`src/rtl/mux_rr_arbiter_pkg.sv`:
```
// Shared encodings and defaults for the two-requester round-robin mux arbiter.
package mux_rr_arbiter_pkg;

  typedef enum logic [1:0] {
    IDLE  = 2'd0,
    OWN_A = 2'd1,
    OWN_B = 2'd2
  } arb_state_e;

  localparam logic SEL_A = 1'b1;
  localparam logic SEL_B = 1'b0;

  localparam int DEF_WIDTH    = 8;
  localparam int DEF_MAX_HOLD = 4;

endpackage

```
`src/rtl/mux2.sv`:
```
// Datapath 2:1 multiplexer: sel=1 passes d1, sel=0 passes d0.
module mux2 #(
  parameter int WIDTH = 8
) (
  input  logic             sel,
  input  logic [WIDTH-1:0] d1,
  input  logic [WIDTH-1:0] d0,
  output logic [WIDTH-1:0] y
);

  assign y = sel ? d1 : d0;

endmodule

```
`src/rtl/mux_rr_arbiter_rr_pick.sv`:
```
// Combinational two-way round-robin picker; the side that did not win last gets a tie.
module rr_pick
  import mux_rr_arbiter_pkg::*;
(
  input  logic a_valid,
  input  logic b_valid,
  input  logic last_grant,
  output logic pick
);

  assign pick = (a_valid && (!b_valid || last_grant == SEL_B)) ? SEL_A : SEL_B;

endmodule

```
`src/rtl/mux_rr_arbiter.sv`:
```
// Round-robin owner of the shared 2:1 datapath mux with a one-entry output register.
// Optional ARB_LOCK_EN adds lock_a/lock_b to pin ownership past the burst limit.
module mux_rr_arbiter
  import mux_rr_arbiter_pkg::*;
#(
  parameter int WIDTH    = DEF_WIDTH,
  parameter int MAX_HOLD = DEF_MAX_HOLD
) (
  input  logic             clk,
  input  logic             rst_n,
`ifdef ARB_LOCK_EN
  input  logic             lock_a,
  input  logic             lock_b,
`endif
  input  logic             a_valid,
  input  logic [WIDTH-1:0] a_data,
  output logic             a_ready,
  input  logic             b_valid,
  input  logic [WIDTH-1:0] b_data,
  output logic             b_ready,
  output logic             mux_sel,
  output logic             out_valid,
  output logic [WIDTH-1:0] out_data,
  input  logic             out_ready
);

  localparam int CNT_W = 8;

  arb_state_e        state_q, state_d, oth_state;
  logic [CNT_W-1:0]  cnt_q, cnt_d;
  logic              last_q, last_d;
  logic              sel_q;
  logic              own_a, own_b, slot_free, acc;
  logic              own_v, oth_v, lock_own, pick;
  logic [WIDTH-1:0]  mux_y;

  assign own_a     = (state_q == OWN_A);
  assign own_b     = (state_q == OWN_B);
  assign slot_free = !out_valid || out_ready;
  assign a_ready   = own_a && slot_free;
  assign b_ready   = own_b && slot_free;
  assign acc       = (a_ready && a_valid) || (b_ready && b_valid);
  assign own_v     = own_a ? a_valid : b_valid;
  assign oth_v     = own_a ? b_valid : a_valid;
  assign oth_state = own_a ? OWN_B : OWN_A;

  // Idle keeps the previous select so the shared mux does not toggle needlessly.
  assign mux_sel = own_a ? SEL_A : (own_b ? SEL_B : sel_q);

`ifdef ARB_LOCK_EN
  assign lock_own = own_a ? lock_a : (own_b ? lock_b : 1'b0);
`else
  assign lock_own = 1'b0;
`endif

  rr_pick u_pick (
    .a_valid    (a_valid),
    .b_valid    (b_valid),
    .last_grant (last_q),
    .pick       (pick)
  );

  mux2 #(.WIDTH(WIDTH)) u_mux (
    .sel (mux_sel),
    .d1  (a_data),
    .d0  (b_data),
    .y   (mux_y)
  );

  always_comb begin
    state_d = state_q;
    cnt_d   = cnt_q;
    last_d  = last_q;
    case (state_q)
      IDLE: begin
        cnt_d = '0;
        if (a_valid || b_valid) state_d = (pick == SEL_A) ? OWN_A : OWN_B;
      end
      OWN_A, OWN_B: begin
        // Nothing moves while the output register is blocked.
        if (slot_free) begin
          if (own_v) begin
            last_d = own_a ? SEL_A : SEL_B;
            if (cnt_q == CNT_W'(MAX_HOLD - 1)) begin
              // A locked owner parks at the limit so the first unlocked beat hands over.
              if (!lock_own) begin
                cnt_d = '0;
                if (oth_v) state_d = oth_state;
              end
            end else begin
              cnt_d = cnt_q + CNT_W'(1);
            end
          end else if (!lock_own) begin
            cnt_d   = '0;
            state_d = oth_v ? oth_state : IDLE;
          end
        end
      end
      default: begin
        state_d = IDLE;
        cnt_d   = '0;
      end
    endcase
  end

  always_ff @(posedge clk) begin
    if (!rst_n) begin
      state_q   <= IDLE;
      cnt_q     <= '0;
      last_q    <= SEL_B;
      sel_q     <= SEL_B;
      out_valid <= 1'b0;
      out_data  <= '0;
    end else begin
      state_q <= state_d;
      cnt_q   <= cnt_d;
      last_q  <= last_d;
      sel_q   <= mux_sel;
      if (acc) begin
        out_valid <= 1'b1;
        out_data  <= mux_y;
      end else if (out_ready) begin
        out_valid <= 1'b0;
      end
    end
  end

endmodule

```
`config.mk`:
```
export PLATFORM = sky130hd
export DESIGN_NAME = mux_rr_arbiter
export DESIGN_NICKNAME = d
export VERILOG_FILES = /design/src/rtl/mux_rr_arbiter_pkg.sv /design/src/rtl/mux2.sv /design/src/rtl/mux_rr_arbiter_rr_pick.sv /design/src/rtl/mux_rr_arbiter.sv
export SDC_FILE = /design/constraint.sdc
export NUM_CORES = 1
export LEC_CHECK = 0
export CAP_MARGIN = 10
export CORE_MARGIN = 4
export CORE_UTILIZATION = 50
export DETAILED_ROUTE_END_ITERATION = 12
export GPL_TIMING_DRIVEN = 0
export PLACE_DENSITY_LB_ADDON = 0.3
export SYNTH_ARGS = -nofsm -noshare
export SYNTH_HDL_FRONTEND = slang
export SYNTH_SLANG_ARGS = --single-unit
```
`constraint.sdc`:
```
create_clock -name clk -period 2.8 [get_ports clk]
set_input_delay 0.56 -clock clk [delete_from_list [all_inputs] [get_ports clk]]
set_output_delay 0.56 -clock clk [all_outputs]
set_load 0.005 [all_outputs]
```
# After elaboration in Yosys (flattened, before gate mapping)
# Index checks and enable logic that the tools add are counted.
dict set report word_totals {
  register_bits 21
  inputBits 21
  output_inout_bits 12
}
dict set report op_classes {
  add_sub_neg 1
  n_eq_ne 7
  n_mux 20
  bitwise_logic 1
  n_reduce_logical 17
}
# cell n
set ops {}
lappend ops {{$mux W8} 3}
lappend ops {{$mux W2} 8}
lappend ops {{$add A8 B1 Y8 const B} 1}
lappend ops {{$eq A8 B2 Y1 const B} 1}
lappend ops {{$mux W1} 8}
lappend ops {{$ne A3 B3 Y1 const B} 2}
lappend ops {{$logic_and A1 B1 Y1} 5}
lappend ops {{$logic_or A1 B1 Y1} 4}
lappend ops {{$ne A2 B2 Y1 const B} 2}
lappend ops {{$pmux W2 S2} 1}
lappend ops {{$reduce_and A4 Y1} 1}
lappend ops {{$reduce_and A3 Y1} 1}
lappend ops {{$eq A2 B1 Y1 const B} 1}
lappend ops {{$eq A2 B2 Y1 const B} 1}
lappend ops {{$logic_not A1 Y1} 2}
lappend ops {{$logic_not A2 Y1} 1}
lappend ops {{$reduce_and A2 Y1} 1}
lappend ops {{$reduce_bool A2 Y1} 1}
lappend ops {{$reduce_or A2 Y1} 1}
lappend ops {{$not A1 Y1} 1}

# Depth between registers and ports, before layout
dict set report logic_depth {
  depth_word 7
  ltp_mapped 8
  depth_no_buf 6
}

# Cells and area by module
# From an unflattened synthesis, not the netlist that was laid out.
dict set report unflattened {
  cells_unflattened 125
  hier_area_um2 1218.7
}
# mod instances cells_per_inst area_each_um2
set by_module_without_submodules {}
lappend by_module_without_submodules {mux_rr_arbiter 1 115 1076.0}
lappend by_module_without_submodules {mux2 1 9 131.4}
lappend by_module_without_submodules {rr_pick 1 1 11.3}

# Least setup slack after synthesis
# Ideal clock, no wire load.
dict set report synth_path {
  path_type {reg-to-output}
  start {register state_q[1]}
  end {output port mux_sel}
  arrival_ps 1089
  required_time_ps 2240
  setup_slack_ps 1151
  stages_incl_launch_ff 7
  path_buffers 2
  path_cell_list {dfxtp_1 inv_1 ha_1 buf_6 a21oi_1 buf_4 inv_1}
}
dict set report synth_between {
  elab_cells_between_ends 4
}
# item line_no
set synth_lines {}
lappend synth_lines {{from (decl)} mux_rr_arbiter.sv:29} ;# arb_state_e state_q, state_d, oth_state;
lappend synth_lines {{from (signal assigned)} mux_rr_arbiter.sv:115} ;# state_q <= state_d;
lappend synth_lines {{$eq A2 B1 Y1} mux_rr_arbiter.sv:37} ;# assign own_a = (state_q == OWN_A);
lappend synth_lines {{via own_a} mux_rr_arbiter.sv:33} ;# logic own_a, own_b, slot_free, acc;
lappend synth_lines {{$mux W1} mux_rr_arbiter.sv:48} ;# assign mux_sel = own_a ? SEL_A : (own_b ? SEL_B : sel_q);
lappend synth_lines {{to (decl)} mux_rr_arbiter.sv:21} ;# output logic mux_sel,
# The timed path passes the listed nets, and every way through them passes these cells.

# Final worst setup path
dict set report layout_path {
  start {input port out_ready}
  end {output port a_ready}
}
dict set report layout_between {
  elab_chain_len 2
}
# item line_no
set layout_rtl {}
lappend layout_rtl {{from (decl)} mux_rr_arbiter.sv:24} ;# input logic out_ready
lappend layout_rtl {{$logic_or A1 B1 Y1} mux_rr_arbiter.sv:39} ;# assign slot_free = !out_valid || out_ready;
lappend layout_rtl {{$logic_and A1 B1 Y1} mux_rr_arbiter.sv:40} ;# assign a_ready = own_a && slot_free;
lappend layout_rtl {{to (decl)} mux_rr_arbiter.sv:17} ;# output logic a_ready,
# Every way passes these cells.

==> metrics.cfg <==
[floorplanning]
die_y_um = 56.3
io_pins = 33
core.rowCount = 17
core_area_um2 = 2210
die_x_um = 56.3
die_area_um2 = 3170
start_util_pct = 52.8

[worst_setup_path]
r2r_cells = 7
r2r-end = state_q[0]$_SDFFE_PN0P_
path_class = primary input to output port
rrSetupSlack_ps = 1010
crit_fanout = 10
required_ps = 2240
end_kind = output port
reg2reg_from = state_q[1]$_SDFFE_PN0P_
start_kind = primary input
arrival_ps = 2010

[place]
placedCellCount = 187
dpl-instance-area_um2 = 1520
port_buffers = 32
gp_congestion = 0.748
hpwlAfterDp_um = 2050

[timing]
hold_viol = 0
fin_skew_ps = 5.84
setup_violations = 0
post-route-period-util_pct = 91.9
max_freq_ghz = 0.389
hold-worst-slack_ps = 507
worst-slew-pin-transition_ps = 435
setup-tns-final_ps = 0
rsz0062_at_grt = no
relSlewSlack_pct = 71.0
drv_slew = 0
post-route-min-period_ps = 2570

[hold_path]
hp-class = flip-flop to flip-flop
min-delay-start = out_data[3]$_SDFFE_PN0P_
min_path_cells = 2
whs_endpoint = out_data[3]$_SDFFE_PN0P_

[yosys]
ys_warn_count = 0
synthAdderAreaFrac_pct = 6.42
netlist_instances = 127
netlist_area_um2 = 1170
synth_edf_count = 0
synth_flop_cell = dfxtp_1
avgSynthCellArea_um2 = 9.20
async_reset_ff_share_pct = 0
synth-seq-cells = 21
synthSimpleGateAreaFrac_pct = 21.2
synth.net_count = 154
synth_seq_area_share_pct = 36.0
synth-xor-area-share_pct = 5.25
synthMuxAreaShare_pct = 10.4
synth_cell_types = 36
synth-compound-area-share_pct = 14.8
synth_top_family_by_area = simple AND/OR/NAND/NOR gates

[power_and_ir_drop]
comb_power_share_pct = 54.8
pwr-share-clk_pct = 11.6
ir_worst_vdd_mv = 0.554
power_density_nw_per_um2 = 803
p_leak_uw = 0.000599
p_int_uw = 785
p_sw_uw = 460
pwr-share-seq_pct = 33.6
swShare_pct = 37.0

[final_layout]
antenna_cells = 0
fin_util_pct = 70.1
nets = 191
drive_gt1_share_pct = 9.82
design_area_um2 = 1550
layoutNonFillerInstCount = 191
area_growth_pct = 32.7

[detailed_routing]
vias = 1007
viasPerCell = 5.27
drt_pass1_iterations = 4
wl_um = 2550
wl_per_cell_um = 13.3
drt_iter0_drc = 13
remaining_drc_errors = 0
ant_nets = 0

[run_status]
outcome = completed

[grt]
antenna_found_initial = 0
grt_max_degree = 12
grt_overflow = 0
grt_usage_pct = 17.0
grt_pass1_wl_um = 4330
grt_pass1_vias = 1008

[clock_tree]
insertion_delay_ps = 300
cts-buffers-inserted = 3
clock_sinks = 21
cts_setup_buffers = 0
tritoncts = built
cts-root-buf = clkbuf_4
h-tree-depth = 1
ctsHoldBuffers = 0
cts.clk_slew.worst_paths_ps = 110
cts_resized = 0
cts_buffer_depth = 2

[job]
max_cap_violations = 0

[kinds of logic (layout without fill, tap and decap cells)]
family          after synthesis  in the layout
compound gates               22             22
simple gates                 45             45
xor+xnor                      7              7
mux                          12             12
flops                        21             21
buf+inv                      14             50
fa+ha+maj                     6              6
[power by group through the flow]
stage,Clock [uW],Combinational (uW),Sequential (uW)
finish,145,682,418
global route,165,747,429
CTS,150,687,419
detailed placement,0,683,426
global placement,0,667,420
floorplan,0,441,421
[critical path, cell delays in order]
cell and delay (ps):
clkdlybuf4s50_1 480, nand2b_1 120, buf_2 220, and2_1 150, clkdlybuf4s50_1 490
[registers in the layout, indices dropped and copies added (netlist names)]
| register | count |
|---|---|
| cnt_q | 8 |
| out_data | 8 |
| state_q | 2 |
| last_q | 1 |
| out_valid | 1 |
| sel_q | 1 |
[cells in the final DEF, fill, tap and decap left out, drive strengths merged]
cell type	n
clkdlybuf4s50	32
dfxtp	21
nor2	20
mux2i	11
a211oi	9
nand2	9
inv	8
ha	6
clkbuf	5
buf	5
a21oi	4
xnor2	4
nand3	3
nand4	3
xor2	3
nor3	2
nor3b	2
nor4b	2
a32oi	2
nand2b	1
and2	1
nor2b	1
o211ai	1
a22oi	1
a21boi	1
o21a	1
o21ai	1
mux2	1
o221ai	1
nor4	1
a31oi	1
[worst max path at each step]
stage                          to               startpoint  cells past startpoint
final                     a_ready                out_ready                      5
after global routing      a_ready                out_ready                      5
after CTS                 a_ready                out_ready                      5
after detailed placement  a_ready                out_ready                      5
after global placement    a_ready                out_ready                      5
after floorplan           mux_sel  state_q[1]$_SDFFE_PN0P_                      6
[layer usage]
metal  global-route usage, %  wire length [um]  up-vias
li1                        -                 -      514
met1                    19.9              1120      468
met2                    29.2              1240       23
met3                    5.98               165        2
met4                    4.41                14        0
met5                       0                 0        -
[metrics by stage]
step,setup slack [ps],total power [uW]
floorplan,1150,863
global placement,230,1090
detailed placement,228,1110
CTS,223,1260
global route,130,1340
finish,228,1250
[cell usage after synthesis (3+ instances only)]
| library cell | instances | area share, % |
|---|---|---|
| a211oi_1 | 9 | 5.8 |
| a21oi_1 | 4 | 1.7 |
| dfxtp_1 | 21 | 36 |
| ha_1 | 6 | 6.4 |
| inv_1 | 8 | 2.6 |
| mux2i_1 | 11 | 9.4 |
| nand2_1 | 8 | 2.6 |
| nand3_1 | 3 | 1.3 |
| nand4_1 | 3 | 1.6 |
| nor2_1 | 19 | 6.1 |
| xnor2_1 | 4 | 3.0 |
| xor2_1 | 3 | 2.2 |
[layout make-up]
| type | instances | area, um^2 |
|---|---|---|
| Buffer | 6 | 40.0 |
| Tap cell | 28 | 35.0 |
| Inverter | 8 | 30.0 |
| Multi-Input combinational cell | 92 | 678 |
| Timing Repair Buffer | 32 | 320 |
| Fill cell | 183 | 662 |
| Clock buffer | 4 | 26.3 |
| Sequential cell | 21 | 420 |
Power figures use the tool's default switching activity.
